[src/rtl/ixc_readback_pkg.sv]
// rtl/ixc_readback_pkg.sv - shared types and sizing helpers for the snapshot readback block
package ixc_readback_pkg;

  typedef enum logic {
    IDLE = 1'b0,
    SEND = 1'b1
  } state_t;

  // Beats needed to carry a width-bit vector in chunk-bit pieces.
  function automatic int nbeats(input int width, input int chunk);
    return (width + chunk - 1) / chunk;
  endfunction

  // Beat counter width; a single-beat stream still needs a 1-bit counter.
  function automatic int beat_w(input int n);
    return (n <= 1) ? 1 : $clog2(n);
  endfunction

  localparam int NBEATS_DEF = nbeats(22, 8);
  localparam int BEAT_W_DEF = beat_w(NBEATS_DEF);

endpackage

[src/rtl/ixc_readback_22.sv]
// rtl/ixc_readback_22.sv - captures a probed vector on request and streams it as LSB-first beats
module ixc_readback_22
  import ixc_readback_pkg::*;
#(
  parameter int WIDTH = 22,
  parameter int CHUNK = 8
) (
  input  logic             clk,
  input  logic             rst_n,
  input  logic [WIDTH-1:0] probe,
  input  logic             snap_req,
  input  logic             ovr_clr,
  output logic             snap_busy,
  output logic             out_valid,
  input  logic             out_ready,
  output logic [CHUNK-1:0] out_data,
  output logic             out_last,
  output logic             overrun
);

  localparam int NBEATS = nbeats(WIDTH, CHUNK);
  localparam int BEAT_W = beat_w(NBEATS);
  localparam int PAD_W  = NBEATS * CHUNK;
  localparam logic [BEAT_W-1:0] LAST_BEAT = BEAT_W'(NBEATS - 1);

  state_t             state_q, state_d;
  logic [BEAT_W-1:0]  beat_q, beat_d;
  logic [WIDTH-1:0]   shadow_q, shadow_d;
  logic               overrun_q, overrun_d;
  logic [PAD_W-1:0]   padded;
  logic               hs;
  logic               last_hs;
  logic               drop;

  always_ff @(posedge clk or negedge rst_n) begin
    if (!rst_n) begin
      state_q   <= IDLE;
      beat_q    <= '0;
      shadow_q  <= '0;
      overrun_q <= 1'b0;
    end else begin
      state_q   <= state_d;
      beat_q    <= beat_d;
      shadow_q  <= shadow_d;
      overrun_q <= overrun_d;
    end
  end

  // Upper bits of the final beat come from the zero padding, never from stale data.
  always_comb begin
    padded = '0;
    padded[WIDTH-1:0] = shadow_q;
  end

  assign out_valid = (state_q == SEND);
  assign snap_busy = (state_q == SEND);
  assign out_last  = (state_q == SEND) && (beat_q == LAST_BEAT);
  assign out_data  = (state_q == SEND) ? padded[int'(beat_q) * CHUNK +: CHUNK] : '0;
  assign overrun   = overrun_q;

  assign hs      = out_valid & out_ready;
  assign last_hs = hs & out_last;

  always_comb begin
    state_d   = state_q;
    beat_d    = beat_q;
    shadow_d  = shadow_q;
    overrun_d = overrun_q;
    drop      = 1'b0;

    case (state_q)
      IDLE: begin
        if (snap_req) begin
          shadow_d = probe;
          beat_d   = '0;
          state_d  = SEND;
        end
      end
      SEND: begin
        if (last_hs) begin
          // A request on the closing handshake chains straight into a new snapshot.
          if (snap_req) begin
            shadow_d = probe;
            beat_d   = '0;
          end else begin
            state_d = IDLE;
          end
        end else begin
          if (hs) begin
            beat_d = beat_q + 1'b1;
          end
          drop = snap_req;
        end
      end
      default: begin
        state_d = IDLE;
      end
    endcase

    if (ovr_clr) begin
      overrun_d = 1'b0;
    end
    if (drop) begin
      overrun_d = 1'b1;
    end
  end

endmodule

[config.mk]
export PLATFORM = sky130hd
export DESIGN_NAME = ixc_readback_22
export DESIGN_NICKNAME = d
export VERILOG_FILES = /design/src/rtl/ixc_readback_pkg.sv /design/src/rtl/ixc_readback_22.sv
export SDC_FILE = /design/constraint.sdc
export NUM_CORES = 1
export LEC_CHECK = 0
export ABC_AREA = 1
export BUFFER_PORTS_ARGS = -buffer_cell sky130_fd_sc_hd__buf_2
export CAP_MARGIN = 20
export CORE_UTILIZATION = 52
export CTS_BUF_LIST = sky130_fd_sc_hd__clkbuf_4
export DETAILED_ROUTE_END_ITERATION = 16
export PLACE_DENSITY_LB_ADDON = 0.05
export SLEW_MARGIN = 15
export SYNTH_ARGS = -nofsm -noshare
export SYNTH_HDL_FRONTEND = slang
export SYNTH_SLANG_ARGS = --single-unit
[constraint.sdc]
create_clock -name clk -period 1.49 [get_ports clk]
set_clock_uncertainty 0.05 [all_clocks]
set_input_delay 0.298 -clock clk [delete_from_list [all_inputs] [get_ports clk]]
set_output_delay 0.298 -clock clk [all_outputs]
set_load 0.005 [all_outputs]
Yosys cells after proc, flatten, opt, wreduce, memory -nomap -nowiden
Index checks and enable logic that the tools add are counted.
- bits in registers: 26
- latch bits: 0
- RAM bits: 0
- bits in read-only memories: 0
- input bits: 27
- output and inout port bits: 12
- logic and storage cells: 29
- memories: 0
- $add $sub $neg: 1
- multipliers: 0
- divide/modulo/power cells: 0
- $lt $le $gt $ge: 0
- equal/unequal tests: 3
- shift-type cells: 1
- muxes and demuxes: 15
- bitwise logic cells: 3
- reductions and logical operators: 2
- operators by type and width (kind ; number):
    22-bit two-way mux ; 2
    22-bit case mux with 2 select lines ; 1
    24-bit by 6-bit variable part select with 8-bit output ; 1
    8-bit two-way mux ; 1
    1-bit two-way mux ; 6
    2-bit two-way mux ; 3
    2-bit case mux with 2 select lines ; 1
    3-bit by 1-bit != test with 1-bit output (second input constant) ; 1
    2-bit by 1-bit adder with 2-bit output (second input constant) ; 1
    1-bit AND ; 2
    2-bit equality test (second input constant) ; 1
    2-bit by 1-bit != test with 1-bit output (second input constant) ; 1
    1-bit case mux with 2 select lines ; 1
    2-bit nonzero test ; 1
    1-bit logical AND ; 1
    1-bit inverter ; 1

Depth between registers and ports, before layout
- depth in word-level cells: 6
- gate-level depth with buffers: 8
- depth with buffers taken out: 8

Least setup slack after synthesis
No wires, ideal clock.
- path type: register to register
- from: register beat_q[0]
- to: register shadow_q[15]
- library setup time: 0.116 ns
- data arrival time: 1.131 ns
- data required time: 1.324 ns
- path slack: 0.192 ns
- cell stages (with the launch flop): 9
- path buffers: 1
- period minus slack after synthesis: 1.298 ns
- cells stage by stage: dfrtp_1 inv_2 ha_1 nand2_2 nand2_4 nand2_4 buf_6 nand2_1 nand2_1
- word-level cells in the longest chain between the ends: 4
- RTL lines (element ; RTL line ; source):
    start: declaration ; ixc_readback_22.sv:27 ; logic [BEAT_W-1:0] beat_q, beat_d;
    start signal: assignment ; ixc_readback_22.sv:43 ; beat_q <= beat_d;
    2-bit equality test ; ixc_readback_22.sv:57 ; assign out_last = (state_q == SEND) && (beat_q == LAST_BEAT);
    1-bit logical AND ; ixc_readback_22.sv:57 ;
    1-bit AND ; ixc_readback_22.sv:62 ; assign last_hs = hs & out_last;
    2-bit by 1-bit != test with 1-bit output (no source line) ; - ;
    end signal: assignment ; ixc_readback_22.sv:44 ; shadow_q <= shadow_d;
    end: declaration ; ixc_readback_22.sv:28 ; logic [WIDTH-1:0] shadow_q, shadow_d;
Every way passes these cells.
A chain may end at the register's enable or synchronous reset.

Worst setup path after layout
- from: register beat_q[0]
- to: output out_data[4]
- word-level cells in the longest chain between the ends: 2
- RTL lines (element ; RTL line ; source):
    24-bit by 6-bit variable part select with 8-bit output ; ixc_readback_22.sv:58 ; assign out_data = (state_q == SEND) ? padded[int'(beat_q) * CHUNK +: CHUNK] : '0;
    8-bit two-way mux ; ixc_readback_22.sv:58 ;
    end: declaration ; ixc_readback_22.sv:16 ; output logic [CHUNK-1:0] out_data,
Every way passes these cells.

==> metrics.md <==
| Metric | Value |
|---|---|
| Syn Nets | `191` |
| Fin worst setup slack | `-234.1 ps` |
| TritonCTS Buffers | `3` |
| Finished layout cell area | `0.001879 mm^2` |
| Clock Path Buffers | `2` |
| Initial Utilization | `56.62%` |
| Register area share after synthesis | `50.49%` |
| Die height | `51.78 um` |
| Min-delay worst type | `input port to register` |
| Initial DRC Count | `33` |
| Die width | `51.78 um` |
| Gpl congestion | `0.7727` |
| Seq cells post-synth | `26` |
| Core Rows | `17` |
| Slew Limit Headroom | `59.89%` |
| Setup crit end kind | `primary output` |
| Library cells used by synthesis | `18` |
| 1st-pass router iterations | `4` |
| Post-Synth Simple-Gate Area | `31.17%` |
| I/O pins | `39` |
| Met3 global-route usage | `2.924%` |
| Final setup viols | `10` |
| Clock Sinks | `26` |
| Clock slew at reported path FFs | `160 ps` |
| Via density | `5.440` |
| Grt met2 use | `44.16%` |
| Via count | `1311` |
| Crit path DAT | `1380 ps` |
| DP Area | `0.001481 mm^2` |
| Synth Instances | `163` |
| Met1 Track Usage GR | `32.25%` |
| CP max FO | `6` |
| Congestion Overflow GR | `0` |
| Vias in the first global route | `1156` |
| Final min period | `1724 ps` |
| Synth warnings | `0` |
| Worst-path cell chain | `clkinv_4 -> nand3_4 -> o22ai_1 -> buf_2` |
| Peak Freq | `580.0 MHz` |
| WP data required | `1140 ps` |
| Total track usage | `24.87%` |
| Syn avg cell area | `7.906 um^2` |
| Layout Cells excl Fill | `241` |
| Mux contribution to synthesized area | `0%` |
| Nets@finish | `242` |
| RSZ-0062 raised after global routing | `true` |
| Dpl cells | `225` |
| Area grow syn2layout | `45.83%` |
| Initial antenna violation count | `0` |
| Leakage | `0.9895 nW` |
| Critical path's slowest cell | `dfrtp_2` |
| First-pass GRT wire length | `4.919 mm` |
| Final hold viol count | `0` |
| Outcome | `finished with violations` |
| Most used routing layer | `met2` |
| Setup CP Type | `register to primary output` |
| Largest family of logic cells by synthesized area | `simple AND/OR/NAND/NOR gates` |
| Failing checks | `negative setup slack` |
| DRT antenna net count | `0` |
| Peak supply drop | `0.001542 V` |
| TritonCTS clock tree | `yes` |
| ANT cells | `0` |
| PortBufs | `38` |
| Max Slew Vio Count | `0` |
| Final cycle utilization of the critical path | `115.7%` |
| Max incr delay on CP | `490 ps` |
| Routed WL | `3.643 mm` |
| Worst-Margin Slew | `601.6 ps` |
| Largest net degree at the start of global routing | `27` |
| Wire per inst | `15.12 um` |
| XOR/XNOR share of the synthesized area | `0%` |
| Final Util | `82.57%` |
| PwrDens | `2001 mW/mm^2` |
| Filler cells | `150` |
| Layout cells sized above 1 | `46.48%` |
| Post-synthesis cell area | `0.001289 mm^2` |
| Root Buffer | `clkbuf_4` |
| HPWL Detailed | `1.970 mm` |
| Crit start category | `register` |
| Core ar. | `0.002276 mm^2` |
| Remaining DRCs | `0` |
| Setup_tns | `-1728 ps` |
| Post-synthesis compound-gate area fraction | `6.408%` |
| Die ar. | `0.002681 mm^2` |
| Post-synthesis adder-cell area fraction | `0.9709%` |
| Htree depth | `1` |
| Maxcap violations | `0` |
| Clock Latency Late Sink | `330 ps` |
| Pwr Total | `3.760 mW` |
[power by group]
group | switching, mW | internal [mW] | total, mW
clock network | 0.230 | 0.0984 | 0.328
logic | 1.17 | 1.01 | 2.18
registers | 0.224 | 1.03 | 1.25
total | 1.63 | 2.13 | 3.76
[routing by layer]
metal | vias up | routed length (um)
li1 | 619 | -
met1 | 640 | 1595
met2 | 46 | 1860
met3 | 6 | 148
met4 | 0 | 38
met5 | - | 0
[cell type report]
class	instances	area (um^2)	area share, %
multi-input combinational	111	723.2	38.48
sequential	26	653.1	34.75
timing repair buffer	53	365.4	19.44
inverter	19	76.32	4.061
tap	28	35.03	1.864
clock buffer	3	22.52	1.198
clock inverter	1	3.754	0.1997
[registers in the layout, summed over array words and instances, names as in the netlist]
signal and flops:
beat_q 2, out_valid 1, overrun 1, shadow_q 22
[synthesized netlist by cell type (all sizes together)]
library cell | number | area share, %
nand3 | 25 | 9.7
nor3 | 1 | 0.39
o22ai | 6 | 2.9
nand2 | 62 | 19
buf | 9 | 5.4
ha | 1 | 0.97
inv | 19 | 5.5
o21ai | 8 | 3.1
nor2 | 4 | 1.2
a21oi | 1 | 0.39
dfrtp | 26 | 50
nand4 | 1 | 0.49
[placed cells by master (no fill, tap or decap)]
master,count
a21oi_2,1
buf_12,1
buf_2,38
buf_4,4
buf_6,8
clkbuf_16,1
clkbuf_4,3
clkinv_1,1
clkinv_4,1
dfrtp_1,24
dfrtp_2,2
dlygate4sd3_1,1
ha_4,1
inv_1,17
inv_2,1
nand2_1,54
nand2_2,4
nand2_4,3
nand2_8,3
nand3_1,5
nand3_2,19
nand3_4,1
nand4_1,1
nor2_1,1
nor2_2,3
nor3_1,1
o21ai_1,5
o21ai_2,3
o22ai_1,4
o22ai_2,2
[worst max-delay path, delay by kind of cell, from the launching register on]
kind | cells | cell delay, ps
flip-flops | 1 | 490
buffers and inverters | 2 | 250
AO/OA/AOI/OAI | 1 | 180
AND/OR/NAND/NOR | 1 | 120
[repair_timing]
item / in CTS / in global routing
cloned: 0 / 4
hold buffers: 1 / 0
endpoints found under the setup margin: 9 / 34
pin swaps: 2 / 18
setup buffers: 3 / 4
endpoints found under the hold margin: 26 / 0
resized for setup: 21 / 46
[path summary, 6_finish.rpt]
check / from / to / slack, ps / cells past startpoint
worst min-delay path: ovr_clr / overrun / 90 / 2
worst max-delay path: beat_q[0] / out_data[4] / -230 / 4
worst max register to register: beat_q[0] / shadow_q[13] / 0 / 8
max in group asynchronous: rst_n / out_valid / 530 / 2
min in group asynchronous: rst_n / beat_q[0] / 450 / 2
worst min register to register: shadow_q[3] / shadow_q[3] / 450 / 2
[per-stage QoR]
step | hold slack [ps] | worst slack (ps)
global placement | 274.1 | 107.8
CTS | 98.24 | -182.1
floorplan | -47.59 | 192.3
detailed placement | 287.2 | 45.86
global route | 82.62 | -324.0
finish | 87.50 | -234.1
[kinds of logic (layout without fill, tap and decap cells)]
group | Yosys count | after routing
AOI/OAI and AO/OA | 15 | 15
adders and majority gates | 1 | 1
buffers and inverters | 28 | 76
DFF | 26 | 26
and+or+nand+nor | 93 | 95
Power figures use the tool's default switching activity.
